### config.mk
export PLATFORM = sky130hd
export DESIGN_NAME = des_round_ctrl
export DESIGN_NICKNAME = d
export VERILOG_FILES = /design/src/rtl/des_round_ctrl.sv
export SDC_FILE = /design/constraint.sdc
export NUM_CORES = 1
export LEC_CHECK = 0
export CAP_MARGIN = 20
export CORE_UTILIZATION = 35
export CTS_CLUSTER_SIZE = 14
export DETAILED_ROUTE_END_ITERATION = 8
export HOLD_SLACK_MARGIN = 0.06
export PLACE_DENSITY_LB_ADDON = 0.2
export REMOVE_ABC_BUFFERS = 1
export SETUP_SLACK_MARGIN = 0.4
export SLEW_MARGIN = 20
export SYNTH_ARGS = -nofsm -noshare
export SYNTH_HDL_FRONTEND = slang
export SYNTH_SLANG_ARGS = --single-unit
### constraint.sdc
create_clock -name clk -period 4.1 [get_ports clk]
set_clock_uncertainty 0.05 [all_clocks]
set_input_delay 1.025 -clock clk [delete_from_list [all_inputs] [get_ports clk]]
set_output_delay 1.025 -clock clk [all_outputs]
set_load 0.05 [all_outputs]
### src/rtl/des_round_ctrl.sv
// Sequencing controller for an iterative DES datapath: accepts one block,
// loads IP/PC-1, steps NUM_ROUNDS Feistel rounds with the key-schedule
// rotate controls, triggers the final permutation and holds the result.
module des_round_ctrl #(
  parameter int NUM_ROUNDS = 16,
  parameter int FP_TIMEOUT = 4
) (
  input  logic        clk,
  input  logic        rst,
  input  logic        in_valid,
  output logic        in_ready,
  input  logic        in_decrypt,
  output logic        rnd_load,
  output logic        rnd_en,
  output logic [4:0]  rnd_num,
  output logic [1:0]  key_shift,
  output logic        key_dir,
  output logic        fp_start,
  input  logic        fp_ready,
  input  logic [63:0] fp_data,
  output logic        out_valid,
  input  logic        out_ready,
  output logic [63:0] out_data,
  output logic        err,
  output logic [15:0] blk_cnt
);

  typedef enum logic [2:0] {IDLE, LOAD, ROUND, FP, WAIT_FP, DONE} state_t;

  localparam int             TW         = $clog2(FP_TIMEOUT + 1);
  localparam logic [TW-1:0]  TO_LAST    = TW'(FP_TIMEOUT - 1);
  localparam logic [4:0]     ROUND_LAST = 5'(NUM_ROUNDS);

  state_t        state;
  state_t        state_nxt;
  logic          mode;
  logic [4:0]    rnd_cnt;
  logic [TW-1:0] to_cnt;
  logic [1:0]    shift_amt;

  // Encrypt-direction rotate amount for round r (1-based).
  function automatic logic [1:0] enc_shift(input logic [4:0] r);
    case (r)
      5'd1, 5'd2, 5'd9, 5'd16: enc_shift = 2'd1;
      default:                 enc_shift = 2'd2;
    endcase
  endfunction

  // Decrypt walks the schedule backwards with right rotates; round 1 uses the
  // unrotated C0/D0 because the 28 total left shifts return to the start.
  assign shift_amt = mode ? ((rnd_cnt == 5'd1) ? 2'd0 : enc_shift(5'd18 - rnd_cnt))
                          : enc_shift(rnd_cnt);

  // State register.
  always_ff @(posedge clk) begin
    // NOTE: clocked state uses non-blocking (<=) so every register samples
    // pre-edge values; blocking here would create ordering-dependent races.
    if (rst) state <= IDLE;
    else     state <= state_nxt;
  end

  // Next-state and output decode; outputs depend on registered state only.
  always_comb begin
    // NOTE: every signal gets a default before the case so no path leaves it
    // unassigned, which would otherwise infer a latch.
    state_nxt = state;
    in_ready  = 1'b0;
    rnd_load  = 1'b0;
    rnd_en    = 1'b0;
    rnd_num   = '0;
    key_shift = '0;
    key_dir   = 1'b0;
    fp_start  = 1'b0;
    out_valid = 1'b0;
    case (state)
      IDLE: begin
        in_ready = 1'b1;
        if (in_valid) state_nxt = LOAD;
      end
      LOAD: begin
        rnd_load  = 1'b1;
        state_nxt = ROUND;
      end
      ROUND: begin
        rnd_en    = 1'b1;
        rnd_num   = rnd_cnt;
        key_shift = shift_amt;
        key_dir   = mode;
        if (rnd_cnt == ROUND_LAST) state_nxt = FP;
      end
      FP: begin
        fp_start  = 1'b1;
        state_nxt = WAIT_FP;
      end
      WAIT_FP: begin
        if (fp_ready)               state_nxt = DONE;
        else if (to_cnt == TO_LAST) state_nxt = IDLE;
      end
      DONE: begin
        out_valid = 1'b1;
        if (out_ready) state_nxt = IDLE;
      end
      default: state_nxt = IDLE;
    endcase
  end

  // Mode latch, round/timeout counters, result capture, block counter, err pulse.
  always_ff @(posedge clk) begin
    if (rst) begin
      mode     <= 1'b0;
      rnd_cnt  <= '0;
      to_cnt   <= '0;
      out_data <= '0;
      blk_cnt  <= '0;
      err      <= 1'b0;
    end else begin
      err <= 1'b0;
      case (state)
        IDLE:  if (in_valid) mode <= in_decrypt;
        LOAD:  rnd_cnt <= 5'd1;
        ROUND: if (rnd_cnt != ROUND_LAST) rnd_cnt <= rnd_cnt + 5'd1;
        FP:    to_cnt <= '0;
        WAIT_FP: begin
          if (fp_ready) begin
            out_data <= fp_data;
            if (blk_cnt != 16'hFFFF) blk_cnt <= blk_cnt + 16'd1;
          end else begin
            to_cnt <= to_cnt + TW'(1);
            if (to_cnt == TO_LAST) err <= 1'b1;
          end
        end
        default: ;
      endcase
    end
  end

endmodule
==> results.yml <==
setup_path:
  worst_setup_path_end_kind: "output port"
  worstPathCellList: "ha_4 -> o31a_1 -> or3b_1 -> a22oi_2 -> o21ai_1 -> a211oi_1 -> buf_4"
  required_ps: 3020
  path_buf_inv: 1
  crit_type: "register to output port"
  cp.arrival_ps: 2520
  cp_slowest_stage_delay_ps: 430
  worstPathMaxFanout: 10
  cp_slowest_cell: "dfxtp_1"
  critPathLaunchType: "register"
  cp_top_family: "compound AO/OA/AOI/OAI gates"
clocking:
  cts_made_buffers: 9
  cts-root-buf: "clkbuf_8"
  clock_latency_ps: 360
  cts_tree: "done"
  htreeDepth: 3
  cts_buffer_depth: 2
  holdBufCountCts: 0
  cts_sinks: 93
  cts.clk_slew.worst_paths_ps: 90
yosys:
  yosysMostFrequentCell: "nand2_1"
  yosysTopAreaCell: "dfxtp_1"
  synth_ff_type: "dfxtp_1"
  synth.distinct_cells: 49
  ys_seq_elements: 93
  synth_seq_area_share_pct: 47.4
  synth_edf_count: 0
  netlist_instances: 502
  ys_top_cells_by_count: "144 x nand2_1, 93 x dfxtp_1, 75 x a21oi_1"
  async_flop_share_pct: 0
  syn_avg_cell_area_um2: 7.83
  synth_top_area_share_pct: 47.4
  synth_area_um2: 3930
  synthTopCellsByArea: "dfxtp_1 47%, nand2_1 14%, a21oi_1 9.5%"
  yosysWarnings: 0
timing:
  hold_viol_final: 0
  timing.setup.tns_ps: 0
  fin_crit_sh_pct: 87.7
  slew_headroom_pct: 57.6
  worst_pin_slew_ps: 635
  final-max-slew-violation-count: 0
  fmax_mhz: 278
  rsz0062_at_grt: "false"
  setup_viol: 0
  period_minus_slack_ps: 3590
  fin_ws_ps: 506
hold_path:
  hp-class: "register to register"
placed_design:
  port_buffers: 163
  place_hpwl_um: 7700
  post-place-ws_ps: 445
  gp_congestion: 0.829
die:
  die_w_um: 108
  rows: 38
  design.die.area_um2: 11700
  start_util_pct: 36.1
  ios: 164
  core-area_um2: 10900
  fp.dieH_um: 108
grt:
  grt_pass1_vias: 3535
  grt_use_total_pct: 18.4
  grt-ovfl-total: 0
  antenna_found_initial: 0
  grt_max_degree: 48
  grt_pass1_wl_um: 17000
final_layout:
  fill_cells: 1032
  syn_to_final_growth_pct: 49.7
  antennaDiodeCount: 0
  final_layout_size_suffix_gt1_share_pct: 5.51
  nNetsFinal: 727
pwr:
  p_per_area_nw_per_um2: 301
  p_leak_nw: 1.98
  irDropWorstVdd_uv: 198
  finalPower_mw: 1.77
routing:
  drtIter0Drc: 248
  ant_nets: 0
  avgViaCountPerCell: 4.99
  drc_errors: 0
  firstDrtPassIters: 4
  wirelength_um: 11000
  via_count: 3955
  wire_per_inst_um: 13.8
job:
  drv_cap: 0
run_status:
  status: "finished, final reports clean"
==> power breakdown <==
group          total, mW  switching [mW]  internal (mW)
Combinational      0.223           0.117          0.107
Sequential         0.931          0.0173          0.913
Clock              0.619           0.321          0.298
Total               1.77           0.455           1.32
==> stage by stage <==
stage / cells / hold WS [ps] / instance area [µm²] / util (%)
global route: 793 / 426 / 5890 / 54.1
detailed placement: 777 / 398 / 5670 / 52.1
finish: 793 / 405 / 5890 / 54.1
global placement: 777 / 391 / 5670 / 52.1
CTS: 793 / 410 / 5880 / 54.0
floorplan: 468 / 405 / 3790 / -
==> layer usage <==
layer	routed length, µm	global-route usage [%]
met5	0	0
met4	176	7.53
met3	889	5.06
met2	4960	29.6
met1	4940	23.1
==> cell type report <==
class	instances	area [µm²]	area share (%)
Clock inverter	6	61.3	1.04
Clock buffer	10	138	2.34
Multi-Input combinational cell	367	1930	32.7
Sequential cell	93	1860	31.6
Tap cell	140	175	2.98
Timing Repair Buffer	169	1700	28.8
Inverter	8	30.0	0.510
==> cell families after synthesis <==
| group | count (synthesis) | synth area share, % |
|---|---|---|
| AO/OA/AOI/OAI | 110 | 15.9 |
| adder cells (fa/ha/maj) | 9 | 2.86 |
| multiplexers | 1 | 0.255 |
| XOR/XNOR | 11 | 2.45 |
| buffers and inverters | 42 | 4.42 |
| AND/OR/NAND/NOR | 236 | 26.8 |
| flip-flops | 93 | 47.4 |
==> flip-flops by register name, summed over array words and instances, names as in the netlist <==
name and flops:
out_data 64, state 3, blk_cnt 16, mode 1, rnd_cnt 5, err 1, to_cnt 3
==> worst reg2reg max path, stage by stage, from the launching register on <==
cell	delay (ps)
dfxtp_1	580
nor2b_1	330
and3_2	600
o21ai_0	360
xor2_1	220
nor2_1	110
==> final timing paths <==
kind	from	endpoint	slack (ps)	depth (start not counted)
max reg2reg	state[2]	blk_cnt[0]	1790	5
max	rnd_cnt[0]	key_shift[0]	510	7
min reg2reg	out_data[44]	out_data[44]	400	2
min	out_data[44]	out_data[44]	400	2
==> layout by cell type, fill, tap and decap left out, drive strengths merged, types with 9 or more instances in the layout <==
cell / Yosys / final
dfxtp: 93 / 93
nor2: 33 / 33
clkdlybuf4s50: 0 / 160
nand2: 144 / 144
inv: 8 / 9
ha: 9 / 9
nor3: 13 / 13
clkbuf: 25 / 10
o21ai: 9 / 9
a21oi: 76 / 76
==> what timing repair did <==
action,in CTS,in global routing
buffers inserted,0,0
gates cloned,0,0
setup endpoints to repair,2,2
gates resized for setup,4,1
hold endpoints to repair,0,0
pin swaps,0,0
No activity file was read; power rests on OpenSTA's default activity.
==> RTL edit: new RTL, config.mk and constraints unchanged <==
`FP_TIMEOUT`: 4 -> 2.
--- a/src/rtl/des_round_ctrl.sv
+++ b/src/rtl/des_round_ctrl.sv
@@ -3,7 +3,7 @@
 // rotate controls, triggers the final permutation and holds the result.
 module des_round_ctrl #(
   parameter int NUM_ROUNDS = 16,
-  parameter int FP_TIMEOUT = 4
+  parameter int FP_TIMEOUT = 2
 ) (
   input  logic        clk,
   input  logic        rst,
Function: same outputs for any inputs over 10 cycles, from zero or initial values and one cycle with rst high; that may be too few to reach the edited logic, so the function may still have changed.
==> RTL edit against the original RTL <==
  * Area after synthesis shrank 0.83%
  * Cell count shrank 2.3%
  * Cell area shrank 1.2%
  * Sequential share of layout area is essentially flat
  * Critical path depth shrank 1
  * Sequential cell count shrank 1
  * Routed wire length shrank 4.5%
  * Power grew 0.74%
  * Global-route usage shrank 0.15 points
  * Sequential power shrank 1%
  * Hold slack gained 0.60 ps
  * Worst setup slack gained 100 ps
  * Via count shrank 3.3%
==> RTL edit: results (changes against the original RTL) <==
Min path:
- The endpoint of the worst hold-timing path is out_data[13]$_SDFFE_PP0P_ (was out_data[44]$_SDFFE_PP0P_).
- The critical hold path startpoint is out_data[13]$_SDFFE_PP0P_ (was out_data[44]$_SDFFE_PP0P_).

Pwr:
- The combinational share of power came to 13.2% (was 12.6%).
- The leakage power of the design came to 1.98 nW (about the same).
- The cell-internal power is 1.32 mW (about the same).
- The sequential fraction of design power was 51.5% (was 52.5%).
- The largest vdd supply drop is 0.000148 V (was 0.000198 V).

Global routing:
- The global routing usage on met1 is 21.4% (was 23.1%).
- The global-route track usage on met2 is 30.1% (was 29.6%).
- The met3 layer usage reported by global route is 5.33% (was 5.06%).
- The total routing resource utilization after global routing was 18.2% (was 18.4%).
- The first-pass GRT wire length is 16.8 mm (was 17.0 mm).
- The largest net degree at the start of global routing is 45 (was 48).

Setup path:
- The data arrival time of the critical path came to 2420 ps (was 2520 ps).
- The endpoint of the worst register-to-register path was blk_cnt[8]$_SDFFE_PP0P_ (was blk_cnt[0]$_SDFFE_PP0P_).
- The setup slack on the worst flop-to-flop path was 2010 ps (was 1790 ps).
- The slowest cell on the critical path is sky130_fd_sc_hd__dlygate4sd2_1 (was sky130_fd_sc_hd__dfxtp_1).
- The largest fanout on the critical path was 9 (was 10).
- The delay of the slowest cell on the worst path is 550 ps (was 430 ps).

Outcome:
- Result of the run: complete, no violations (unchanged).

Cells and area:
- The fraction of final layout cells sized beyond drive strength 1 came to 5.20% (was 5.51%).
- The total number of nets in the final design was 708 (was 727).

Drt:
- The routed via count is 3825 (was 3955).
- The DRC violation total after the first TritonRoute iteration is 179 (was 248).
- The total length of routed wires is 10.5 mm (was 11.0 mm).

Place:
- The final estimated routing congestion in global placement is 0.801 (was 0.829).
- The final HPWL from detailed placement is 7.40 mm (was 7.70 mm).

STA:
- The remaining max-slew budget at the tightest pin was 56.0% (was 57.6%).

Logic synthesis:
- Top cells by instance count after synthesis: sky130_fd_sc_hd__nand2_1 (136), sky130_fd_sc_hd__dfxtp_1 (92), sky130_fd_sc_hd__a21oi_1 (81), sky130_fd_sc_hd__clkbuf_1 (18), sky130_fd_sc_hd__nor2_1 (18) (was sky130_fd_sc_hd__nand2_1 (144), sky130_fd_sc_hd__dfxtp_1 (93), sky130_fd_sc_hd__a21oi_1 (75), sky130_fd_sc_hd__nor2_1 (33), sky130_fd_sc_hd__clkbuf_1 (25)).
- The post-synthesis sequential area ratio came to 47.2% (was 47.4%).
RTL edit: cell count changes in the layout (fill, tap and decap cells not counted), moves of 7 or more:
cell,unedited run,this run
sky130_fd_sc_hd__nand2_1,144,136
sky130_fd_sc_hd__o31ai_1,0,8
sky130_fd_sc_hd__a211oi_1,8,1
sky130_fd_sc_hd__nor2_1,33,18
sky130_fd_sc_hd__nor3_1,13,5
RTL edit: logic make-up (layout without fill, tap and decap cells):
group                      count (synthesis)  in the layout  synth area share, %
and+or+nand+nor                          220            220                 27.2
AOI/OAI and AO/OA                        115            115                 16.7
DFF                                       92             92                 47.2
buffers and inverters                     41            194                 4.75
adders and majority gates                  8              8                 2.57
muxes                                      4              4                 1.09
xor gates and xnor gates                   2              2                0.449
RTL edit: area by class of cell:
| class | count | area, um2 |
|---|---|---|
| Clock buffer | 10 | 138 |
| Clock inverter | 6 | 70.1 |
| Fill cell | 1073 | 5020 |
| Inverter | 7 | 26.3 |
| Multi-Input combinational cell | 349 | 1870 |
| Sequential cell | 92 | 1840 |
| Tap cell | 140 | 175 |
| Timing Repair Buffer | 171 | 1690 |
RTL edit: per-stage QoR:
stage | worst slack [ps] | instances | setup TNS, ps | instance area, um2 | hold slack, ps
after floorplan | -224 | 448 | -224 | 3740 | 424
after detailed placement | 714 | 759 | 0 | 5610 | 397
final | 607 | 775 | 0 | 5820 | 406
after CTS | 581 | 775 | 0 | 5820 | 411
after global routing | 445 | 775 | 0 | 5820 | 430
after global placement | 773 | 759 | 0 | 5610 | 391
RTL edit: per-layer routing:
metal | part of all wire (%) | routed length, um
met5 | 0 | 0
met4 | 3.0 | 314
met3 | 6.8 | 716
met2 | 47 | 4960
met1 | 43 | 4480
RTL edit: what timing repair did:
action	in CTS	in global routing
buffers inserted	0	0
endpoints found under the setup margin	2	1
resized for setup	2	2
